`src/rtl/axi4_ic_pkg.sv`:
```
// Shared definitions for the AXI4 interconnect arbitration logic:
// arbiter state encoding, default limits and the round-robin search.
package axi4_ic_pkg;

   typedef enum logic [1:0] {
      ST_IDLE  = 2'd0,
      ST_ADDR  = 2'd1,
      ST_HOLD  = 2'd2,
      ST_DRAIN = 2'd3
   } arb_state_t;

   localparam int DEF_NUM_MASTERS     = 8;
   localparam int DEF_MAX_OUTSTANDING = 4;
   localparam int DEF_MAX_CONSEC      = 8;

   // Widest request vector the search function handles.
   localparam int RR_MAX_W = 32;

   // Index of the first set bit of req[n-1:0], scanning upward from ptr
   // with wrap; -1 when no bit is set. The scan runs from the largest
   // offset down so the smallest offset from ptr is the one that sticks.
   function automatic int rr_first_set(input logic [RR_MAX_W-1:0] req,
                                       input int n,
                                       input int ptr);
      int                  idx;
      logic [RR_MAX_W-1:0] sh;
      rr_first_set = -1;
      for (int k = RR_MAX_W - 1; k >= 0; k--) begin
         if (k < n) begin
            idx = ptr + k;
            if (idx >= n) idx = idx - n;
            sh = req >> idx;
            if (sh[0]) rr_first_set = idx;
         end
      end
   endfunction

endpackage

```
`src/rtl/axi4_rr_pick.sv`:
```
// Combinational round-robin picker: first requester at or above ptr
// (with wrap), reported as one-hot, binary index and an any flag.
module axi4_rr_pick
   import axi4_ic_pkg::*;
#(
   parameter int N  = 8,
   parameter int IW = (N > 1) ? $clog2(N) : 1
) (
   input  logic [N-1:0]  req,
   input  logic [IW-1:0] ptr,
   output logic [N-1:0]  onehot,
   output logic [IW-1:0] index,
   output logic          any
);

   // Search from the pointer and encode the winner.
   always_comb begin
      logic [RR_MAX_W-1:0] req_ext;
      int                  w;
      req_ext        = '0;
      req_ext[N-1:0] = req;
      w              = rr_first_set(req_ext, N, int'(ptr));
      any            = (w >= 0);
      onehot         = '0;
      index          = '0;
      if (w >= 0) begin
         onehot = N'(1) << w;
         index  = IW'(w);
      end
   end

endmodule

```
`src/rtl/axi4_slave_port_arbiter.sv`:
```
// Per-slave, per-address-channel round-robin arbiter. One master owns the
// slave at a time and keeps it until its outstanding transactions drain,
// so responses route to a single owner in order without ID remapping.
//
//   state    | meaning
//   ---------+-----------------------------------------------------------
//   ST_IDLE  | no owner; pick the next requester round-robin
//   ST_ADDR  | owner's address forwarded (grant_valid=1), wait s_ready
//   ST_HOLD  | owner kept, no address forwarded; decide reissue or drain
//   ST_DRAIN | no new addresses; wait for outstanding to reach zero
module axi4_slave_port_arbiter
   import axi4_ic_pkg::*;
#(
   parameter int NUM_MASTERS     = DEF_NUM_MASTERS,
   parameter int MAX_OUTSTANDING = DEF_MAX_OUTSTANDING,
   parameter int MAX_CONSEC      = DEF_MAX_CONSEC,
   parameter int CNT_W           = $clog2(MAX_OUTSTANDING + 1),
   parameter int ID_W            = $clog2(NUM_MASTERS)
) (
   input  logic                   aclk,
   input  logic                   aresetn,
   input  logic [NUM_MASTERS-1:0] req,
   input  logic                   s_ready,
   input  logic                   resp_done,
   output logic [NUM_MASTERS-1:0] grant,
   output logic [ID_W-1:0]        grant_id,
   output logic                   grant_valid,
   output logic [CNT_W-1:0]       outstanding,
   output logic                   err_underflow
);

   localparam int CONSEC_W = $clog2(MAX_CONSEC + 1);

   arb_state_t             state;
   arb_state_t             state_nxt;
   logic [ID_W-1:0]        ptr;
   logic [CONSEC_W-1:0]    consec;
   logic [NUM_MASTERS-1:0] pick_onehot;
   logic [ID_W-1:0]        pick_index;
   logic                   pick_any;
   logic                   handshake;
   logic                   owner_req;
   logic                   rival_req;
   logic                   below_limit;
   logic                   under_consec;
   logic                   reissue;

   axi4_rr_pick #(
      .N  (NUM_MASTERS),
      .IW (ID_W)
   ) u_pick (
      .req    (req),
      .ptr    (ptr),
      .onehot (pick_onehot),
      .index  (pick_index),
      .any    (pick_any)
   );

   assign owner_req    = |(req & grant);
   assign rival_req    = |(req & ~grant);
   assign below_limit  = outstanding < CNT_W'(MAX_OUTSTANDING);
   assign under_consec = consec < CONSEC_W'(MAX_CONSEC);
   // A waiting rival only cuts the owner off once it has used its burst.
   assign reissue      = owner_req && below_limit && (!rival_req || under_consec);

   // State register.
   always_ff @(posedge aclk or negedge aresetn) begin
      if (!aresetn) state <= ST_IDLE;
      else          state <= state_nxt;
   end

   // Next-state decision.
   always_comb begin
      state_nxt = state;
      case (state)
         ST_IDLE:  if (pick_any) state_nxt = ST_ADDR;
         ST_ADDR:  if (s_ready)  state_nxt = ST_HOLD;
         ST_HOLD: begin
            if (reissue)                     state_nxt = ST_ADDR;
            else if (rival_req || !owner_req) state_nxt = ST_DRAIN;
         end
         ST_DRAIN: if (outstanding == '0) state_nxt = ST_IDLE;
         default:  state_nxt = ST_IDLE;
      endcase
   end

   // State-decoded outputs.
   always_comb begin
      grant_valid = (state == ST_ADDR);
      handshake   = grant_valid && s_ready;
   end

   // Owner and round-robin pointer: loaded on arbitration, owner cleared on drain exit.
   always_ff @(posedge aclk or negedge aresetn) begin
      if (!aresetn) begin
         grant    <= '0;
         grant_id <= '0;
         ptr      <= '0;
      end else if (state == ST_IDLE && pick_any) begin
         grant    <= pick_onehot;
         grant_id <= pick_index;
         ptr      <= (pick_index == ID_W'(NUM_MASTERS - 1)) ? '0 : pick_index + 1'b1;
      end else if (state == ST_DRAIN && state_nxt == ST_IDLE) begin
         grant    <= '0;
         grant_id <= '0;
      end
   end

   // Outstanding count; a response with nothing outstanding flags a sticky error.
   always_ff @(posedge aclk or negedge aresetn) begin
      if (!aresetn) begin
         outstanding   <= '0;
         err_underflow <= 1'b0;
      end else if (handshake && !resp_done) begin
         outstanding <= outstanding + 1'b1;
      end else if (!handshake && resp_done) begin
         if (outstanding == '0) err_underflow <= 1'b1;
         else                   outstanding   <= outstanding - 1'b1;
      end
   end

   // Handshakes in the current tenure, saturating; restarts with each owner.
   always_ff @(posedge aclk or negedge aresetn) begin
      if (!aresetn)                      consec <= '0;
      else if (state == ST_IDLE)         consec <= '0;
      else if (handshake && under_consec) consec <= consec + 1'b1;
   end

endmodule

```
`config.mk`:
```
export PLATFORM = sky130hd
export DESIGN_NAME = axi4_slave_port_arbiter
export DESIGN_NICKNAME = d
export VERILOG_FILES = /design/src/rtl/axi4_ic_pkg.sv /design/src/rtl/axi4_rr_pick.sv /design/src/rtl/axi4_slave_port_arbiter.sv
export SDC_FILE = /design/constraint.sdc
export NUM_CORES = 1
export LEC_CHECK = 0
export BUFFER_PORTS_ARGS = -buffer_cell sky130_fd_sc_hd__buf_2
export CAP_MARGIN = 20
export CORE_MARGIN = 2
export CORE_UTILIZATION = 35
export DETAILED_ROUTE_END_ITERATION = 7
export SYNTH_ARGS = -nofsm -noshare
export SYNTH_HDL_FRONTEND = slang
export SYNTH_SLANG_ARGS = --single-unit
```
`constraint.sdc`:
```
create_clock -name aclk -period 5 [get_ports aclk]
set_input_delay 1 -clock aclk [delete_from_list [all_inputs] [get_ports aclk]]
set_output_delay 1 -clock aclk [all_outputs]
set_load 0.05 [all_outputs]
```
==> PnR_summary.wiki <==
{| class="wikitable"
! Metric !! Value
|-
| Status || finished clean
|-
| Synth unique cells || 65
|-
| Fraction of layout cells with a size suffix above 1 || 23.3%
|-
| Synthesis Warnings || 0
|-
| Pin count of the biggest net entering global routing || 25
|-
| Worst Path Arrival || 4.01 ns
|-
| Sequential cell area fraction in the yosys report || 25.9%
|-
| Number of global-route vias before repair || 1866
|-
| Floorplan die area || 7290 sq um
|-
| Period utilization || 77.2%
|-
| Max cap viols || 0
|-
| Maximum fanout along the worst path || 15
|-
| Startpoint type of the worst setup path || flop
|-
| Post-synth ARST share || 100%
|-
| Final setup TNS || 0 ns
|-
| Clock buffer count from CTS || 3
|-
| Placement Rows || 29
|-
| Antenna diode instance count || 0
|-
| Commonest register cell after synthesis || dfrtp_1
|-
| Net count of the mapped netlist || 265
|-
| Io pins || 28
|-
| Height of the die || 85.4 microns
|-
| Core footprint || 6390 sq um
|-
| Area growth from synthesis to layout || 10.4%
|-
| First-pass GRT wire length || 9.52 mm
|-
| Area used by multi-input combinational logic || 1550 sq um
|-
| Hold path cells || 1
|-
| FF-to-FF path depth || 13
|-
| Overall routing resource usage || 15.9%
|-
| Synth area leaders || dfrtp_1, mux4_2, ha_1
|-
| Buffers inserted during post-CTS setup optimization || 0
|-
| Final weighted congestion in routability-driven placement || 0.890
|-
| Worst Hold Endpoint || err_underflow
|-
| Horizontal die dimension || 85.4 microns
|-
| Total length of routed wires || 5.76 mm
|-
| Number of instances in the synthesized netlist || 239
|-
| Fillers || 666
|-
| EDFF count, synth || 0
|-
| Total area of sequential cells || 601 sq um
|-
| Critical path endpoint category || flop
|-
| Maximum clock rate || 259 MHz
|-
| Netlist area before placement || 2320 sq um
|-
| Clock transition at the registers of the reported paths || 0.09 ns
|-
| Final count of negative-setup-slack endpoints || 0
|-
| Worst-case register-to-register setup slack || 1.14 ns
|-
| Clock root buffer || clkbuf_8
|-
| FF+latch count, synth || 24
|-
| Startpoint of the lowest-slack hold path || err_underflow
|-
| CTS H-tree depth || 1
|-
| Remaining Overflow, GRT || 0
|-
| Largest clock skew in the final design || 0.00738 ns
|-
| Wire per inst || 17.0 microns
|-
| Effective utilization at floorplan || 36.3%
|-
| Most frequent standard cell in the layout excluding fill and tap cells || buf_2
|-
| Most used cells in the layout excluding fill and tap cells || buf_2, dfrtp_1, inv_1, nand2_1, nor2_1
|-
| Unrepaired setup endpoints after global routing || false
|-
| Critical Path Start || ptr[1]
|-
| Class of the tightest hold or removal check || flop to flop
|-
| Startpoint of the worst register-to-register path || ptr[1]
|-
| Number of DRC markers after the initial detailed-route iteration || 97
|-
| Synth Area per Inst || 9.70 sq um
|-
| CTS tree || done
|-
| Number of vias in the routed layout || 2011
|-
| Required time at the worst-slack endpoint || 5.15 ns
|-
| Antenna-violating nets left || 0
|-
| Hold-fix buffers at CTS || 0
|-
| Number of nets in the layout || 289
|-
| Per-cell via count in the routed design || 5.93
|-
| Clock insertion delay at the later pin of the skew report || 0.27 ns
|-
| Clock sink count || 24
|-
| Share of the synthesized area in the top cell type || 25.9%
|-
| Clock Path Buffers || 2
|-
| Start-to-end type of the worst setup path || flop to flop
|-
| Detailed Routing Iterations Pass 1 || 5
|-
| Max-slew headroom || 56.1%
|-
| FF-to-FF End || ptr[2]
|-
| Number of failing hold endpoints at the final stage || 0
|-
| Worst Tran Pin Value || 0.659 ns
|-
| Final Max Tran Viols || 0
|-
| Antenna violations before repair || 0
|-
| Remaining routing DRC violations || 0
|-
| Final Core Density || 40.0%
|-
| Final Critical Period || 3.86 ns
|-
| Count of instances resized after the clock tree is built || 0
|-
| Biggest area consumer among synthesized cells || dfrtp_1
|-
| Count of input and output buffers || 27
|-
| Half-perimeter wire length of the detailed placement result || 4.42 mm
|}
-- area by class of cell --
| class | count | share of cell area, % |
|---|---|---|
| Multi-Input combinational cell | 181 | 60.4 |
| Sequential cell | 24 | 23.5 |
| Timing Repair Buffer | 30 | 6.16 |
| Tap cell | 77 | 3.77 |
| Inverter | 23 | 3.38 |
| Clock buffer | 3 | 1.61 |
| Clock inverter | 1 | 1.17 |
-- per-stage QoR --
| stage | cell area [sq um] | hold slack (ns) | setup slack (ns) | cells |
|---|---|---|---|---|
| after floorplan | 2320 | 0.473 | 1.79 | 239 |
| after global placement | 2490 | 0.441 | 1.28 | 335 |
| after detailed placement | 2490 | 0.443 | 1.21 | 335 |
| after CTS | 2560 | 0.469 | 1.18 | 339 |
| after global routing | 2560 | 0.490 | 0.899 | 339 |
| final | 2560 | 0.467 | 1.14 | 339 |
-- cells in the mapped netlist (3+ instances only) --
library cell and n:
o22ai_1 6, a21o_1 4, inv_1 22, nand2_1 20, dfrtp_1 24, buf_4 3
a32o_1 8, nand3_1 5, a22oi_1 6, mux2i_1 7, mux2_2 4, nor2b_1 3
nand4_1 3, nor2_1 16, nor3_1 9, xnor2_1 3, a21oi_1 5, buf_6 4
nor4_1 3, mux4_2 10, o21ai_0 5, ha_1 13, a22o_1 6
-- critical path, stage by stage (launching register included) --
cell and delay, ns:
dfrtp_1 0.33, buf_4 0.22, inv_1 0.18, ha_1 0.76, mux4_2 0.70, mux2i_1 0.26, nor2_1 0.06, a31o_2 0.23
a211o_1 0.30, and3_1 0.21, nor2_1 0.11, ha_1 0.17, xnor2_1 0.11, a21oi_1 0.08
-- state kept, by name, summed over array words and instances (netlist names) --
register,cells
consec,4
err_underflow,1
grant,8
grant_id,3
outstanding,3
ptr,3
state,2
-- logic make-up after synthesis --
group	count (synthesis)	share of synthesized area [%]
and+or+nand+nor	73	16.4
buffers and inverters	34	7.40
adders and majority gates	14	7.88
DFF	24	25.9
AOI/OAI and AO/OA	66	24.4
xor gates and xnor gates	5	1.89
muxes	23	16.1
-- worst max path at each step --
stage,cells past startpoint,slack (ns),to
2_1_floorplan,15,1.79,ptr[2]
3_3_place_gp,13,1.28,ptr[2]
3_5_place_dp,13,1.21,ptr[2]
4_1_cts,13,1.18,ptr[2]
5_1_grt,13,0.90,ptr[1]
6_report,13,1.14,ptr[2]
-- per-layer routing --
layer / GRT usage [%] / wire length (microns) / vias up
met1: 23.3 / 2760 / 977
met4: 3.90 / 74 / 0
li1: - / - / 960
met5: 0 / 0 / -
met3: 1.46 / 232 / 8
met2: 25.4 / 2690 / 66
Power is not shown: default switching activity piles up to over one toggle a cycle in this logic, so the estimate is an artifact.
